## config.mk

```make
export PLATFORM = sky130hd
export DESIGN_NAME = mem_ctrl_flat
export DESIGN_NICKNAME = d
export VERILOG_FILES = /design/src/rtl/mem_map_pkg.sv /design/src/rtl/mem_ctrl_if.sv /design/src/rtl/mem_ram.sv /design/src/rtl/mem_ctrl.sv /design/src/flat_wrapper.sv
export SDC_FILE = /design/constraint.sdc
export NUM_CORES = 2
export LEC_CHECK = 0
export CAP_MARGIN = 20
export CORE_MARGIN = 4
export CORE_UTILIZATION = 30
export DETAILED_ROUTE_END_ITERATION = 8
export GPL_ROUTABILITY_DRIVEN = 1
export PLACE_DENSITY = 0.42
export SLEW_MARGIN = 25
export SYNTH_ARGS = -nofsm -noshare
export SYNTH_HDL_FRONTEND = slang
export SYNTH_SLANG_ARGS = --single-unit
```

## constraint.sdc

```tcl
create_clock -name clk_i -period 10.7 [get_ports clk_i]
set_input_delay 1.07 -clock clk_i [delete_from_list [all_inputs] [get_ports clk_i]]
set_output_delay 1.07 -clock clk_i [all_outputs]
set_load 0.05 [all_outputs]
```

## src/rtl/mem_map_pkg.sv

```systemverilog
// Shared address map, state and target encodings for the data-side memory controller.
package mem_map_pkg;

  localparam logic [31:0] ADDR_OUT = 32'h8000_0000;
  localparam logic [31:0] ADDR_CYC = 32'h8000_0004;
  localparam logic [31:0] RD_ERR   = 32'hDEAD_BEEF;

  typedef enum logic [1:0] {
    ST_IDLE,
    ST_RD_WAIT,
    ST_RESP
  } state_e;

  typedef enum logic [1:0] {
    TGT_RAM,
    TGT_OUT,
    TGT_CYC,
    TGT_NONE
  } tgt_e;

  // Word-granular decode: bits [1:0] never take part.
  function automatic tgt_e decode_tgt(logic [31:0] addr);
    if (!addr[31]) begin
      return TGT_RAM;
    end else if (addr[31:2] == ADDR_OUT[31:2]) begin
      return TGT_OUT;
    end else if (addr[31:2] == ADDR_CYC[31:2]) begin
      return TGT_CYC;
    end
    return TGT_NONE;
  endfunction

endpackage

```

## src/rtl/mem_ctrl_if.sv

```systemverilog
// Core-to-memory request/response bus; the core is master, mem_ctrl is slave.
interface mem_ctrl_if;
  logic        mem_req;
  logic        mem_we;
  logic [31:0] mem_addr;
  logic [31:0] mem_data;
  logic [31:0] mem_rdata;
  logic        mem_ready;

  modport master (
    output mem_req, mem_we, mem_addr, mem_data,
    input  mem_rdata, mem_ready
  );

  modport slave (
    input  mem_req, mem_we, mem_addr, mem_data,
    output mem_rdata, mem_ready
  );
endinterface

```

## src/rtl/mem_ram.sv

```systemverilog
// Single-port word RAM, synchronous write and registered read (block-RAM style).
module mem_ram #(
  parameter int unsigned RAM_AW = 6
) (
  input  logic              clk_i,
  input  logic              we_i,
  input  logic [RAM_AW-1:0] addr_i,
  input  logic [31:0]       wdata_i,
  output logic [31:0]       rdata_o
);

  logic [31:0] mem_q [2**RAM_AW];
  logic [31:0] rdata_q;

  always_ff @(posedge clk_i) begin
    if (we_i) begin
      mem_q[addr_i] <= wdata_i;
    end
    rdata_q <= mem_q[addr_i];
  end

  assign rdata_o = rdata_q;

endmodule

```

## src/rtl/mem_ctrl.sv

```systemverilog
// Data-side memory controller: decodes core requests to word RAM or MMIO (OUT, CYC)
// and answers with a one-cycle mem_ready pulse after a fixed read latency.
module mem_ctrl
  import mem_map_pkg::*;
#(
  parameter int unsigned RAM_AW  = 6,
  parameter int unsigned RD_LAT  = 1,
  parameter logic [15:0] OUT_RST = 16'h0000
) (
  input  logic           clk_i,
  input  logic           rst_i,
  mem_ctrl_if.slave      bus,
  output logic [15:0]    data_out_o
);

  localparam logic [2:0] LAT_INIT = 3'(RD_LAT - 1);

  state_e            state_q;
  tgt_e              tgt_q;
  logic              wr_q;
  logic              ready_q;
  logic [2:0]        lat_q;
  logic [31:0]       rdata_q;
  logic [31:0]       cyc_q;
  logic [15:0]       out_q;
  logic [RAM_AW-1:0] idx_q;

  logic              accept;
  tgt_e              tgt_in;
  logic [RAM_AW-1:0] idx_in;
  logic [RAM_AW-1:0] ram_addr;
  logic              ram_we;
  logic [31:0]       ram_rdata;

  always_comb begin
    accept   = (state_q == ST_IDLE) && bus.mem_req && !rst_i;
    tgt_in   = decode_tgt(bus.mem_addr);
    idx_in   = bus.mem_addr[RAM_AW+1:2];
    ram_we   = accept && bus.mem_we && (tgt_in == TGT_RAM);
    // Once busy, the RAM keeps re-reading the latched index so late address changes are ignored.
    ram_addr = (state_q == ST_IDLE) ? idx_in : idx_q;
  end

  mem_ram #(
    .RAM_AW (RAM_AW)
  ) u_ram (
    .clk_i   (clk_i),
    .we_i    (ram_we),
    .addr_i  (ram_addr),
    .wdata_i (bus.mem_data),
    .rdata_o (ram_rdata)
  );

  always_ff @(posedge clk_i) begin
    if (rst_i) begin
      state_q <= ST_IDLE;
      tgt_q   <= TGT_NONE;
      wr_q    <= 1'b0;
      ready_q <= 1'b0;
      lat_q   <= 3'd0;
      rdata_q <= 32'h0;
      cyc_q   <= 32'h0;
      out_q   <= OUT_RST;
      idx_q   <= '0;
    end else begin
      cyc_q   <= cyc_q + 32'd1;
      ready_q <= 1'b0;
      case (state_q)
        ST_IDLE: begin
          if (bus.mem_req) begin
            tgt_q <= tgt_in;
            idx_q <= idx_in;
            wr_q  <= bus.mem_we;
            if (bus.mem_we) begin
              if (tgt_in == TGT_OUT) begin
                out_q <= bus.mem_data[15:0];
              end
              state_q <= ST_RESP;
              ready_q <= 1'b1;
            end else begin
              unique case (tgt_in)
                TGT_OUT:  rdata_q <= {16'h0, out_q};
                TGT_CYC:  rdata_q <= cyc_q;
                TGT_NONE: rdata_q <= RD_ERR;
                default:  rdata_q <= 32'h0;
              endcase
              lat_q <= LAT_INIT;
              if (RD_LAT == 1) begin
                state_q <= ST_RESP;
                ready_q <= 1'b1;
              end else begin
                state_q <= ST_RD_WAIT;
              end
            end
          end
        end
        ST_RD_WAIT: begin
          lat_q <= lat_q - 3'd1;
          if (lat_q == 3'd1) begin
            state_q <= ST_RESP;
            ready_q <= 1'b1;
          end
        end
        ST_RESP: state_q <= ST_IDLE;
        default: state_q <= ST_IDLE;
      endcase
    end
  end

  assign bus.mem_ready = ready_q;
  assign bus.mem_rdata = (ready_q && !wr_q) ? ((tgt_q == TGT_RAM) ? ram_rdata : rdata_q) : 32'h0;
  assign data_out_o    = out_q;

endmodule

```

## src/flat_wrapper.sv

```systemverilog
// flat-port wrapper written by rule: the top's interface ports become plain ports
module mem_ctrl_flat import mem_map_pkg::*;
#(
  parameter int unsigned RAM_AW  = 6,
  parameter int unsigned RD_LAT  = 1,
  parameter logic [15:0] OUT_RST = 16'h0000
)
  (clk_i, rst_i, data_out_o, bus_mem_req, bus_mem_we, bus_mem_addr, bus_mem_data, bus_mem_rdata, bus_mem_ready);
  mem_ctrl_if bus_i ();
  input  logic clk_i;
  input  logic rst_i;
  output logic [15:0] data_out_o;
  input wire logic [$bits(bus_i.mem_req)-1:0] bus_mem_req;
  input wire logic [$bits(bus_i.mem_we)-1:0] bus_mem_we;
  input wire logic [$bits(bus_i.mem_addr)-1:0] bus_mem_addr;
  input wire logic [$bits(bus_i.mem_data)-1:0] bus_mem_data;
  output wire logic [$bits(bus_i.mem_rdata)-1:0] bus_mem_rdata;
  output wire logic [$bits(bus_i.mem_ready)-1:0] bus_mem_ready;
  assign bus_i.mem_req = bus_mem_req;
  assign bus_i.mem_we = bus_mem_we;
  assign bus_i.mem_addr = bus_mem_addr;
  assign bus_i.mem_data = bus_mem_data;
  assign bus_mem_rdata = bus_i.mem_rdata;
  assign bus_mem_ready = bus_i.mem_ready;
  mem_ctrl #(.RAM_AW(RAM_AW), .RD_LAT(RD_LAT), .OUT_RST(OUT_RST)) u_core (.clk_i(clk_i), .rst_i(rst_i), .bus(bus_i), .data_out_o(data_out_o));
endmodule
```

==> results.sh <==
export IMPL_status="completed"
export IMPL_clock_sinks=2171
export IMPL_synth_top_area_cell="edfxtp_1"
export IMPL_syn_to_final_growth_pct=16.7
export IMPL_place_gp_congestion=0.771
export IMPL_synth_top_cell_area_share=0.773
export IMPL_worstSetupPathType="in2reg"
export IMPL_cts_tree="done"
export IMPL_synth_seq_cells=2171
export IMPL_rsz0062_at_grt="no"
export IMPL_ir_drop_mv=0.156
export IMPL_crit_path_start="bus_mem_addr[4]"
export IMPL_synth_top_flop_cell="edfxtp_1"
export IMPL_async_reset_ff_frac=0
export IMPL_synthTopCellsByArea="edfxtp_1 77%, a22oi_1 7.5%, dfxtp_1 3.1%"
export IMPL_seq_area_frac_synth=0.804
export IMPL_grt_overflow=0
export IMPL_p_per_area_nw_per_um2=191
export IMPL_setup_violations=0
export IMPL_hold_violations=0
export IMPL_yosys_warnings=0
export IMPL_finalWirelength_mm=297
export IMPL_synth_edf_count=2048
export IMPL_clock_path_buffers=3
export IMPL_synthMostInstantiatedCell="edfxtp_1"
export IMPL_cpLargestDelayFamily="buffers and inverters"
export IMPL_coreArea_um2=263000
export IMPL_antenna_found_initial=17
export IMPL_cp_num_cells=10
export IMPL_via_per_inst=5.54
export IMPL_reg2reg_depth=10
export IMPL_worstMarginPinSlew_ns=1.17
export IMPL_whs_ns=0.455
export IMPL_num_vias=46900
export IMPL_drtAntennaViolNets=0
export IMPL_maxCapViolCount=0
export IMPL_yosys_top_cells_count="2048 x edfxtp_1, 792 x a22oi_1, 147 x clkbuf_1"
export IMPL_first_iter_violations=5645
export IMPL_layout_min_cycle_time_ns=4.92
export IMPL_power_leakage_nw=27.6
export IMPL_cts_root_buffer="clkbuf_16"
export IMPL_post_cts_buffers=0
export IMPL_grt_start_max_net_pins=90
export IMPL_avgSynthCellArea_um2=17.7
export IMPL_max_freq_mhz=203
export IMPL_dieWidth_um=523
export IMPL_grt_pass1_wl_mm=400
export IMPL_post_place_ws_ns=4.98
export IMPL_cts_buffers=224
export IMPL_rr_startpoint="u_core.state_q[1]"
export IMPL_critPathMostFrequentCell="buf_4"
export IMPL_initial_utilization=0.302
export IMPL_min_path_type="reg2reg"
export IMPL_drt_first_pass_iters=8
export IMPL_drcViolationCount=0
export IMPL_insertion_delay_ns=0.88
export IMPL_slowest_stage="a41oi_1"
export IMPL_grt_usage=0.211
export IMPL_cts_htree_levels=4
export IMPL_r2r_slack_ns=6.18
export IMPL_endpoint_kind="flip-flop"
export IMPL_slew_violations=0
export IMPL_postSynthNetCount=4553
export IMPL_layout_nets=4818
export IMPL_setup_ws_ns=5.78
export IMPL_io_pins=117
export IMPL_cp_arrival_ns=5.72
export IMPL_portBuffers=114
export IMPL_worstReg2RegEnd="u_core.u_ram.rdata_o[22]"
export IMPL_crit_chain="clkdlybuf4s50_1 > nor4_4 > buf_4 > or2_4 > buf_4 > buf_4 > a22oi_1 > a41oi_1 > a21oi_1 > nand3_1"
export IMPL_cp_max_fo=36
export IMPL_post_cts_resized=0
export IMPL_grt_pass1_vias=44900
export IMPL_die_h_um=523
export IMPL_critPathRequiredTime_ns=11.50
export IMPL_cts_hold_buf=0
export IMPL_netlist_instances=4484
export IMPL_skew_ns=0.0372
export IMPL_crit_path_end="u_core.u_ram.rdata_o[22]"
export IMPL_ys_types=61
export IMPL_clkTransAtPathRegs_ns=0.06
export IMPL_syn_cell_area_um2=79500
export IMPL_rows=188
export IMPL_path_buf_inv=4
export IMPL_hpwl_mm=160
export IMPL_finalSetupTns_ns=0
export IMPL_max_stage_delay_ns=0.81
export IMPL_fin_crit_sh=0.460
export IMPL_wire_per_inst_um=35.1
export IMPL_dieArea_um2=273000
export IMPL_start_kind="input pin"
export IMPL_drive_gt1_frac=0.150
export IMPL_max_slew_margin=0.212
[sequential cells by signal (all words and copies together) (netlist names)]
name,cells
u_core.bus.mem_ready,1
u_core.cyc_q,32
u_core.data_out_o,16
u_core.idx_q,6
u_core.rdata_q,32
u_core.state_q,1
u_core.tgt_q,2
u_core.u_ram.mem_q,2048
u_core.u_ram.rdata_o,32
u_core.wr_q,1
[logic make-up after synthesis]
kind of cell | synth area share
DFF | 0.804
AOI/OAI and AO/OA | 0.123
and+or+nand+nor | 0.0331
buffers and inverters | 0.0185
muxes | 0.0187
xor gates and xnor gates | 0.00253
adders and majority gates | 0.000157
[where the power goes]
part | switching [W] | total, W | leakage, nW | internal [W]
Clock | 0.00327 | 0.00743 | 3.37 | 0.00416
Sequential | 0.0000796 | 0.00940 | 19.4 | 0.00932
Combinational | 0.000663 | 0.000889 | 4.81 | 0.000226
Total | 0.00401 | 0.0177 | 27.6 | 0.0137
[area by class of cell]
cell class,instances,area [um^2]
Antenna cell,11,27.5
Clock buffer,315,6240
Clock inverter,98,661
Fill cell,24800,170000
Inverter,5,18.8
Multi-Input combinational cell,2006,14700
Sequential cell,2171,64000
Tap cell,3515,4400
Timing Repair Buffer,341,2860
[worst reg2reg max path, cell delays in order (launching register included)]
cell and delay (ns):
dfxtp_1 0.34, buf_4 0.27, nor4_4 0.31, buf_4 0.34
or2_4 0.57, buf_4 0.57, buf_4 0.68, a22oi_1 0.19
a41oi_1 0.81, a21oi_1 0.22, nand3_1 0.15
[cells in the final DEF, fill, tap and decap left out, types with 71 or more instances in the layout]
cell type / n
nand2_1: 131
a22oi_1: 792
clkbuf_1: 71
dfxtp_1: 123
a41oi_1: 92
buf_4: 222
a21oi_1: 89
a31oi_1: 107
clkbuf_16: 232
mux2_2: 75
o21ai_0: 112
a222oi_1: 74
clkdlybuf4s50_1: 80
edfxtp_1: 2048
[how the worst min path moves through the flow]
stage,slack [ns],to,from,depth (start not counted)
floorplan,0.42,u_core.rdata_q[0],u_core.rdata_q[0],2
finish,0.45,u_core.rdata_q[11],u_core.rdata_q[11],2
global placement,0.44,u_core.wr_q,u_core.wr_q,1
global route,0.47,u_core.wr_q,u_core.wr_q,1
detailed placement,0.44,u_core.rdata_q[18],u_core.rdata_q[18],2
CTS,0.46,u_core.rdata_q[18],u_core.rdata_q[18],2
[metal layers]
metal	vias up	routed length (um)	track usage
li1	19300	-	-
met1	25200	132000	0.306
met2	1981	138000	0.336
met3	342	20700	0.0333
met4	4	6010	0.0478
met5	-	13	0
[stage by stage]
stage / std cells / total power [W] / utilization / cell area [um^2]
detailed placement: 8038 / 0.0105 / 0.326 / 85900
global placement: 8038 / 0.0105 / 0.326 / 85900
floorplan: 4484 / 0.00991 / - / 79500
finish: 8462 / 0.0177 / 0.353 / 92800
global route: 8452 / 0.0183 / 0.353 / 92800
CTS: 8451 / 0.0179 / 0.353 / 92800
No activity file was read; power rests on OpenSTA's default activity.
